`src/rtl/dispatch_pkg.sv`:
```
// dispatch_pkg: station codes, defaults and shared types for dispatch.
// Optional perf counter: define DISPATCH_PERF_EN (see dispatch_scheduler).
package dispatch_pkg;

  localparam int NUM_RS_DEF   = 5;
  localparam int RS_DEPTH_DEF = 4;

  localparam logic [2:0] ST_ALU    = 3'd0;
  localparam logic [2:0] ST_BRANCH = 3'd1;
  localparam logic [2:0] ST_LDST   = 3'd2;
  localparam logic [2:0] ST_MUL    = 3'd3;
  localparam logic [2:0] ST_JMP    = 3'd4;

  typedef enum logic [1:0] {
    S_RUN,
    S_STALL,
    S_FLUSH
  } state_t;

  typedef struct packed {
    logic       valid;
    logic [2:0] station;
    logic       req;
    logic       rw;
  } hold_t;

endpackage

```
`src/rtl/dispatch_scheduler_if.sv`:
```
// dispatch_scheduler_if: decode-to-dispatch valid/ready handshake.
// Decode drives through master, the scheduler consumes through slave.
interface dispatch_scheduler_if;

  logic       dec_valid;
  logic       dec_ready;
  logic [2:0] dec_rsstation;
  logic       dec_station_request;
  logic       dec_reg_write;

  modport master (
    output dec_valid,
    output dec_rsstation,
    output dec_station_request,
    output dec_reg_write,
    input  dec_ready
  );

  modport slave (
    input  dec_valid,
    input  dec_rsstation,
    input  dec_station_request,
    input  dec_reg_write,
    output dec_ready
  );

endinterface

```
`src/rtl/rs_credit_counter.sv`:
```
// rs_credit_counter: free-entry credits for one reservation station.
// Releasing at full credit is held off and latched as an overflow.
module rs_credit_counter #(
  parameter int RS_DEPTH = 4,
  parameter int CW       = $clog2(RS_DEPTH + 1)
) (
  input  logic          clk,
  input  logic          reset_n,
  input  logic          dispatch,
  input  logic          rel,
  input  logic          flush,
  output logic [CW-1:0] credit,
  output logic          has_space,
  output logic          overflow
);

  localparam logic [CW-1:0] FULL = CW'(RS_DEPTH);

  // a same-cycle release frees the slot the dispatch consumes
  assign has_space = (credit != '0) || rel;

  // credit bookkeeping; overflow stays set until reset
  always_ff @(posedge clk or negedge reset_n) begin
    if (!reset_n) begin
      credit   <= FULL;
      overflow <= 1'b0;
    end else if (flush) begin
      credit <= FULL;
    end else begin
      unique case (1'b1)
        dispatch && !rel: credit <= credit - CW'(1);
        rel && !dispatch: begin
          if (credit == FULL) overflow <= 1'b1;
          else                credit   <= credit + CW'(1);
        end
        default: ;
      endcase
    end
  end

endmodule

```
`src/rtl/dispatch_scheduler.sv`:
```
// dispatch_scheduler: one-entry holding register issuing to stations.
// Define DISPATCH_PERF_EN to build the stall_cycles counter.
module dispatch_scheduler
  import dispatch_pkg::*;
#(
  parameter int NUM_RS   = NUM_RS_DEF,
  parameter int RS_DEPTH = RS_DEPTH_DEF
) (
  input  logic              clk,
  input  logic              reset_n,
  dispatch_scheduler_if.slave dec,
  input  logic              rob_full,
  input  logic [NUM_RS-1:0] rs_release,
  input  logic              flush,
  output logic [NUM_RS-1:0] rs_dispatch,
  output logic              rob_alloc,
  output logic              regstat_write,
  output logic              illegal_station,
  output logic              credit_err,
  output logic [31:0]       stall_cycles
);

  localparam int CW = $clog2(RS_DEPTH + 1);

  state_t state;
  state_t state_nx;
  hold_t  hold;

  logic run_ok;
  logic bad_code;
  logic space;
  logic drop;
  logic issue;
  logic capture;

  logic [NUM_RS-1:0] rel;
  logic [NUM_RS-1:0] has_space;
  logic [NUM_RS-1:0] overflow;
  logic [NUM_RS-1:0][CW-1:0] credit;

  assign run_ok   = !flush && (state != S_FLUSH);
  assign rel      = rs_release & {NUM_RS{run_ok}};
  assign bad_code = int'(hold.station) >= NUM_RS;

  assign drop  = run_ok && hold.valid
              && hold.req && bad_code;
  assign issue = run_ok && hold.valid && !drop
              && !rob_full && space;

  assign dec.dec_ready = (state != S_FLUSH)
                      && (!hold.valid || issue);
  assign capture = dec.dec_valid
                && dec.dec_ready && !flush;

  assign rob_alloc       = issue;
  assign regstat_write   = issue && hold.rw;
  assign illegal_station = drop;
  assign credit_err      = |overflow;

  // room in the target station, or no station needed
  always_comb begin
    space = !hold.req;
    for (int i = 0; i < NUM_RS; i++) begin
      if (hold.station == 3'(i) && has_space[i])
        space = 1'b1;
    end
  end

  // one-hot write strobe to the requested station
  always_comb begin
    rs_dispatch = '0;
    for (int i = 0; i < NUM_RS; i++) begin
      rs_dispatch[i] = issue && hold.req
                    && (hold.station == 3'(i));
    end
  end

  for (genvar g = 0; g < NUM_RS; g++) begin : g_rs
    rs_credit_counter #(
      .RS_DEPTH (RS_DEPTH),
      .CW       (CW)
    ) u_cnt (
      .clk       (clk),
      .reset_n   (reset_n),
      .dispatch  (rs_dispatch[g]),
      .rel       (rel[g]),
      .flush     (!run_ok),
      .credit    (credit[g]),
      .has_space (has_space[g]),
      .overflow  (overflow[g])
    );
  end

  // credits can never climb past the station depth
  always_ff @(posedge clk) begin
    if (reset_n) begin
      for (int i = 0; i < NUM_RS; i++)
        assert (credit[i] <= CW'(RS_DEPTH));
    end
  end

  // holding register: flush clears, capture replaces
  always_ff @(posedge clk or negedge reset_n) begin
    if (!reset_n) begin
      hold <= '0;
    end else if (!run_ok) begin
      hold <= '0;
    end else if (capture) begin
      hold.valid   <= 1'b1;
      hold.station <= dec.dec_rsstation;
      hold.req     <= dec.dec_station_request;
      hold.rw      <= dec.dec_reg_write;
    end else if (issue || drop) begin
      hold.valid <= 1'b0;
    end
  end

  // state register
  always_ff @(posedge clk or negedge reset_n) begin
    if (!reset_n) state <= S_RUN;
    else          state <= state_nx;
  end

  // next state: flush wins, FLUSH lasts one cycle
  always_comb begin
    state_nx = S_RUN;
    if (flush)
      state_nx = S_FLUSH;
    else if (state == S_FLUSH)
      state_nx = S_RUN;
    else if (hold.valid && !drop && !issue)
      state_nx = S_STALL;
  end

`ifdef DISPATCH_PERF_EN
  logic [31:0] stall_q;

  // saturating count of cycles spent in STALL
  always_ff @(posedge clk or negedge reset_n) begin
    if (!reset_n)
      stall_q <= '0;
    else if (state == S_STALL && stall_q != '1)
      stall_q <= stall_q + 32'd1;
  end

  assign stall_cycles = stall_q;
`else
  assign stall_cycles = '0;
`endif

endmodule
```
`src/flat_wrapper.sv`:
```
// flat-port wrapper written by rule: the top's interface ports become plain ports
module dispatch_scheduler_flat import dispatch_pkg::*;
#(
  parameter int NUM_RS   = NUM_RS_DEF,
  parameter int RS_DEPTH = RS_DEPTH_DEF
)
  (clk, reset_n, rob_full, rs_release, flush, rs_dispatch, rob_alloc, regstat_write, illegal_station, credit_err, stall_cycles, dec_dec_valid, dec_dec_rsstation, dec_dec_station_request, dec_dec_reg_write, dec_dec_ready);
  dispatch_scheduler_if dec_i ();
  input  logic clk;
  input  logic reset_n;
  input  logic rob_full;
  input  logic [NUM_RS-1:0] rs_release;
  input  logic flush;
  output logic [NUM_RS-1:0] rs_dispatch;
  output logic rob_alloc;
  output logic regstat_write;
  output logic illegal_station;
  output logic credit_err;
  output logic [31:0] stall_cycles;
  input wire logic [$bits(dec_i.dec_valid)-1:0] dec_dec_valid;
  input wire logic [$bits(dec_i.dec_rsstation)-1:0] dec_dec_rsstation;
  input wire logic [$bits(dec_i.dec_station_request)-1:0] dec_dec_station_request;
  input wire logic [$bits(dec_i.dec_reg_write)-1:0] dec_dec_reg_write;
  output wire logic [$bits(dec_i.dec_ready)-1:0] dec_dec_ready;
  assign dec_i.dec_valid = dec_dec_valid;
  assign dec_i.dec_rsstation = dec_dec_rsstation;
  assign dec_i.dec_station_request = dec_dec_station_request;
  assign dec_i.dec_reg_write = dec_dec_reg_write;
  assign dec_dec_ready = dec_i.dec_ready;
  dispatch_scheduler #(.NUM_RS(NUM_RS), .RS_DEPTH(RS_DEPTH)) u_core (.clk(clk), .reset_n(reset_n), .dec(dec_i), .rob_full(rob_full), .rs_release(rs_release), .flush(flush), .rs_dispatch(rs_dispatch), .rob_alloc(rob_alloc), .regstat_write(regstat_write), .illegal_station(illegal_station), .credit_err(credit_err), .stall_cycles(stall_cycles));
endmodule
```
`config.mk`:
```
export PLATFORM = sky130hd
export DESIGN_NAME = dispatch_scheduler_flat
export DESIGN_NICKNAME = d
export VERILOG_FILES = /design/src/rtl/dispatch_pkg.sv /design/src/rtl/dispatch_scheduler_if.sv /design/src/rtl/rs_credit_counter.sv /design/src/rtl/dispatch_scheduler.sv /design/src/flat_wrapper.sv
export SDC_FILE = /design/constraint.sdc
export NUM_CORES = 1
export LEC_CHECK = 0
export ABC_AREA = 1
export BUFFER_PORTS_ARGS = -buffer_cell sky130_fd_sc_hd__buf_4
export CELL_PAD_IN_SITES_DETAIL_PLACEMENT = 0
export CELL_PAD_IN_SITES_GLOBAL_PLACEMENT = 2
export CORE_MARGIN = 3
export CORE_UTILIZATION = 31
export DETAILED_ROUTE_END_ITERATION = 12
export GPL_ROUTABILITY_DRIVEN = 0
export GPL_TIMING_DRIVEN = 0
export PLACE_DENSITY = 0.95
export SLEW_MARGIN = 20
export SYNTH_ARGS = -nofsm -noshare
export SYNTH_HDL_FRONTEND = slang
export SYNTH_HIERARCHICAL = 1
export SYNTH_SLANG_ARGS = --single-unit
```
`constraint.sdc`:
```
create_clock -name clk -period 7 [get_ports clk]
set_clock_uncertainty 0.15 [all_clocks]
set_input_delay 0.7 -clock clk [delete_from_list [all_inputs] [get_ports clk]]
set_output_delay 0.7 -clock clk [all_outputs]
set_load 0.05 [all_outputs]
```
==> impl_metrics.py <==
metrics = {
    "timing": {
        "period_minus_slack_ns": 4.03,
        "fin_crit_sh_pct": 57.6,
        "maxSlewHeadroom_pct": 61.0,
        "rsz0062_at_grt": "no",
        "finalMaxSlewViolations": 0,
        "setup_viol": 0,
        "fmax_mhz": 248,
        "worst_pin_slew_ns": 0.585,
        "final.setup.tns_ns": 0,
        "hold_viol": 0,
    },
    "critical_path": {
        "critPathSlowestCell": "nor3_1",
        "crit_arrival_ns": 3.18,
        "critical_path.max_fanout": 16,
        "regToRegStartpoint": "u_core/state[1]$_DFF_PN0_",
        "critPathMaxStageDelay_ns": 0.43,
        "cp_cell_sequence": "buf_4 > a21oi_4 > inv_1 > nor2_1 > inv_2 > nand4_1 > nand4_1 > nand2_1 > nor2_1 > nand2_1 > nand2_4 > inv_2 > nand2_2 > nor3_1 > buf_4",
        "critPathRequiredTime_ns": 6.15,
        "crit_type": "in2out",
        "worstRegToRegCells": 25,
        "startpoint_type": "primary input",
        "end_kind": "primary output",
        "critical_path_buf_inv_count": 5,
        "path_delay_family": "simple AND/OR/NAND/NOR gates",
        "rr_endpoint": "u_core/g_rs[4].u_cnt/credit[2]$_DFFE_PN1P_",
        "path_depth": 15,
        "r2r_slack_ns": 3.27,
    },
    "global_route": {
        "grt_pass1_wl_um": 7760,
        "grt_overflow": 0,
        "antenna_found_initial": 0,
        "grt_max_degree": 29,
        "grt_pass1_vias": 1812,
        "grt_usage_pct": 11.0,
    },
    "min_path": {
        "min_path_type": "in2async",
    },
    "detailed_routing": {
        "wl_met3_um": 260,
        "drt_wl_total_um": 4370,
        "drc": 0,
        "viasPerCell": 4.10,
        "top_layer": "met4",
        "drtPass1Iterations": 4,
        "num_vias": 1982,
        "drt_iter0_drc": 53,
        "drt-met1-wl_um": 2100,
        "dr_wl_met2_um": 1960,
        "routedWlPerCell_um": 9.04,
        "drtAntennaViolNets": 0,
    },
    "floorplan": {
        "die_x_um": 91.0,
        "io_pins": 57,
        "rows": 30,
        "fp.dieArea_sq_mm": 0.00828,
        "dieHeight_um": 91.0,
        "placeableCoreArea_sq_mm": 0.00691,
        "start_util_pct": 32.4,
    },
    "synthesis": {
        "syn-mean-instance-area_sq_um": 6.83,
        "synth-seq-area-share_pct": 31.5,
        "yosysUniqueCellTypes": 23,
        "synth_warnings": 6,
        "synth_cells": 328,
        "ys_ff_latch": 28,
        "synth_area_sq_mm": 0.00224,
    },
    "place": {
        "dp_hpwl_um": 3580,
        "dpl_cell_area_sq_mm": 0.00266,
        "port_buffers": 24,
    },
    "power": {
        "vdd_drop_max_mv": 0.0797,
        "pwr_density_cell_mw_per_mm2": 158,
        "p_leak_nw": 1.51,
    },
    "cts": {
        "post_cts_resize_count": 0,
        "path_clk_slew_ns": 0.10,
        "htreeDepth": 1,
        "clk_latency_ns": 0.27,
        "cts_tree": "done",
        "clkSinkCount": 28,
        "clockBufferDepth": 2,
        "cts-root-buf": "clkbuf_8",
        "post_cts_buffers": 0,
        "post_cts_hold_buffer_count": 0,
        "cts_inserted_buffers": 3,
    },
    "cells_and_area": {
        "area_growth_pct": 20.6,
        "antenna_cells": 0,
        "drive_gt1_share_pct": 25.1,
        "finish.instance_area_sq_mm": 0.00270,
        "fin_nets": 408,
    },
    "run_status": {
        "status": "finished clean",
    },
    "run": {
        "maxCapViolCount": 0,
    },
}
[worst reg2reg max path: stages, from the launching register on]
cell	delay, ns
dfrtp_1	0.42
a21oi_4	0.26
inv_1	0.32
nor2_1	0.32
inv_2	0.09
nand4_1	0.11
nand4_1	0.10
nand2_1	0.08
nor2_1	0.04
nand2_1	0.10
nand2_4	0.08
inv_2	0.09
nand2_2	0.09
nor3_1	0.43
inv_1	0.14
nand2_2	0.12
nand2_1	0.08
nand2_1	0.07
inv_1	0.04
ha_1	0.18
inv_1	0.05
nand2_1	0.04
nand2_1	0.06
nand2_1	0.05
nor2_1	0.10
nor2_1	0.05
[area by class of cell]
type	instances	area [sq um]
Clock buffer	4	45.0
Fill cell	795	4200
Tap cell	96	120
Multi-Input combinational cell	235	1170
Sequential cell	28	707
Inverter	64	240
Timing Repair Buffer	24	180
Buffer	32	240
[registers in the layout, summed over array words and instances, names as in the netlist]
signal	cells
u_core/g_rs.u_cnt/credit	15
u_core/g_rs.u_cnt/overflow	5
u_core/hold	6
u_core/state	2
[cells in the mapped netlist]
master   instances  area (sq um)
a21oi_1          5          25.0
a21oi_4          1          16.3
a22oi_1          1          7.51
buf_4           32           240
conb_1           1          3.75
dfrtp_1         23           576
dfstp_2          5           131
ha_1             5          62.6
inv_1           58           218
inv_2            6          22.5
nand2_1         76           285
nand2_2          8          50.1
nand2_4          2          22.5
nand3_1         27           135
nand3_2          5          50.1
nand4_1         13          81.3
nand4_2          5          62.6
nor2_1          35           131
nor2_2           6          37.5
nor3_1           3          15.0
o21a_1           5          37.5
o21ai_0          5          25.0
o21ai_1          1          5.00
[per-layer routing]
metal  vias to the layer above  global-route usage [%]
met5                         -                       0
met4                         0                    3.14
met3                         5                    2.24
met2                        46                    17.5
met1                       848                    15.1
li1                       1083                       -
[metrics by stage]
step | power, mW | util (%) | std cells | worst slack, ns | hold slack (ns)
6_report | 0.428 | 39.1 | 483 | 2.97 | 0.178
5_1_grt | 0.463 | 39.1 | 483 | 2.66 | 0.193
4_1_cts | 0.435 | 39.1 | 483 | 2.89 | 0.187
3_5_place_dp | 0.344 | 38.5 | 479 | 2.83 | 0.306
3_3_place_gp | 0.343 | 38.5 | 479 | 2.88 | 0.299
2_1_floorplan | 0.316 | - | 359 | 2.40 | 0.254
[cells in the final DEF, fill, tap and decap left out]
| cell | count |
|---|---|
| nand2_4 | 2 |
| dfrtp_1 | 23 |
| nor3_1 | 3 |
| buf_4 | 56 |
| inv_2 | 6 |
| clkbuf_8 | 3 |
| nand3_1 | 27 |
| ha_1 | 5 |
| conb_1 | 32 |
| a22oi_1 | 1 |
| nor2_2 | 6 |
| o21ai_0 | 5 |
| a21oi_4 | 1 |
| o21ai_1 | 1 |
| nand4_2 | 5 |
| nand2_1 | 76 |
| nor2_1 | 35 |
| clkbuf_1 | 1 |
| inv_1 | 58 |
| dfstp_2 | 5 |
| o21a_1 | 5 |
| nand4_1 | 13 |
| a21oi_1 | 5 |
| nand2_2 | 8 |
| nand3_2 | 5 |
[how the worst max path moves through the flow]
stage	start	endpoint
after floorplan	flush	u_core/g_rs[0].u_cnt/credit[2]$_DFFE_PN1P_
after global placement	flush	u_core/g_rs[4].u_cnt/credit[2]$_DFFE_PN1P_
after detailed placement	flush	u_core/g_rs[4].u_cnt/credit[2]$_DFFE_PN1P_
after CTS	flush	rs_dispatch[4]
after global routing	flush	rs_dispatch[0]
final	flush	rs_dispatch[4]
[where the power goes]
group | switching (mW) | total, mW | internal, mW
combinational | 0.100 | 0.151 | 0.0504
clock | 0.0473 | 0.0881 | 0.0408
sequential | 0.0125 | 0.190 | 0.177
total | 0.160 | 0.428 | 0.268
[kinds of logic (layout without fill, tap and decap cells)]
kind of cell               count (synthesis)  in the layout  share of synthesized area, %
AOI/OAI and AO/OA                         18             18                          5.19
adders and majority gates                  5              5                          2.79
buffers and inverters                     96            124                          21.4
DFF                                       28             28                          31.5
other                                      1             32                         0.167
and+or+nand+nor                          180            180                          38.9
Power figures use the tool's default switching activity.
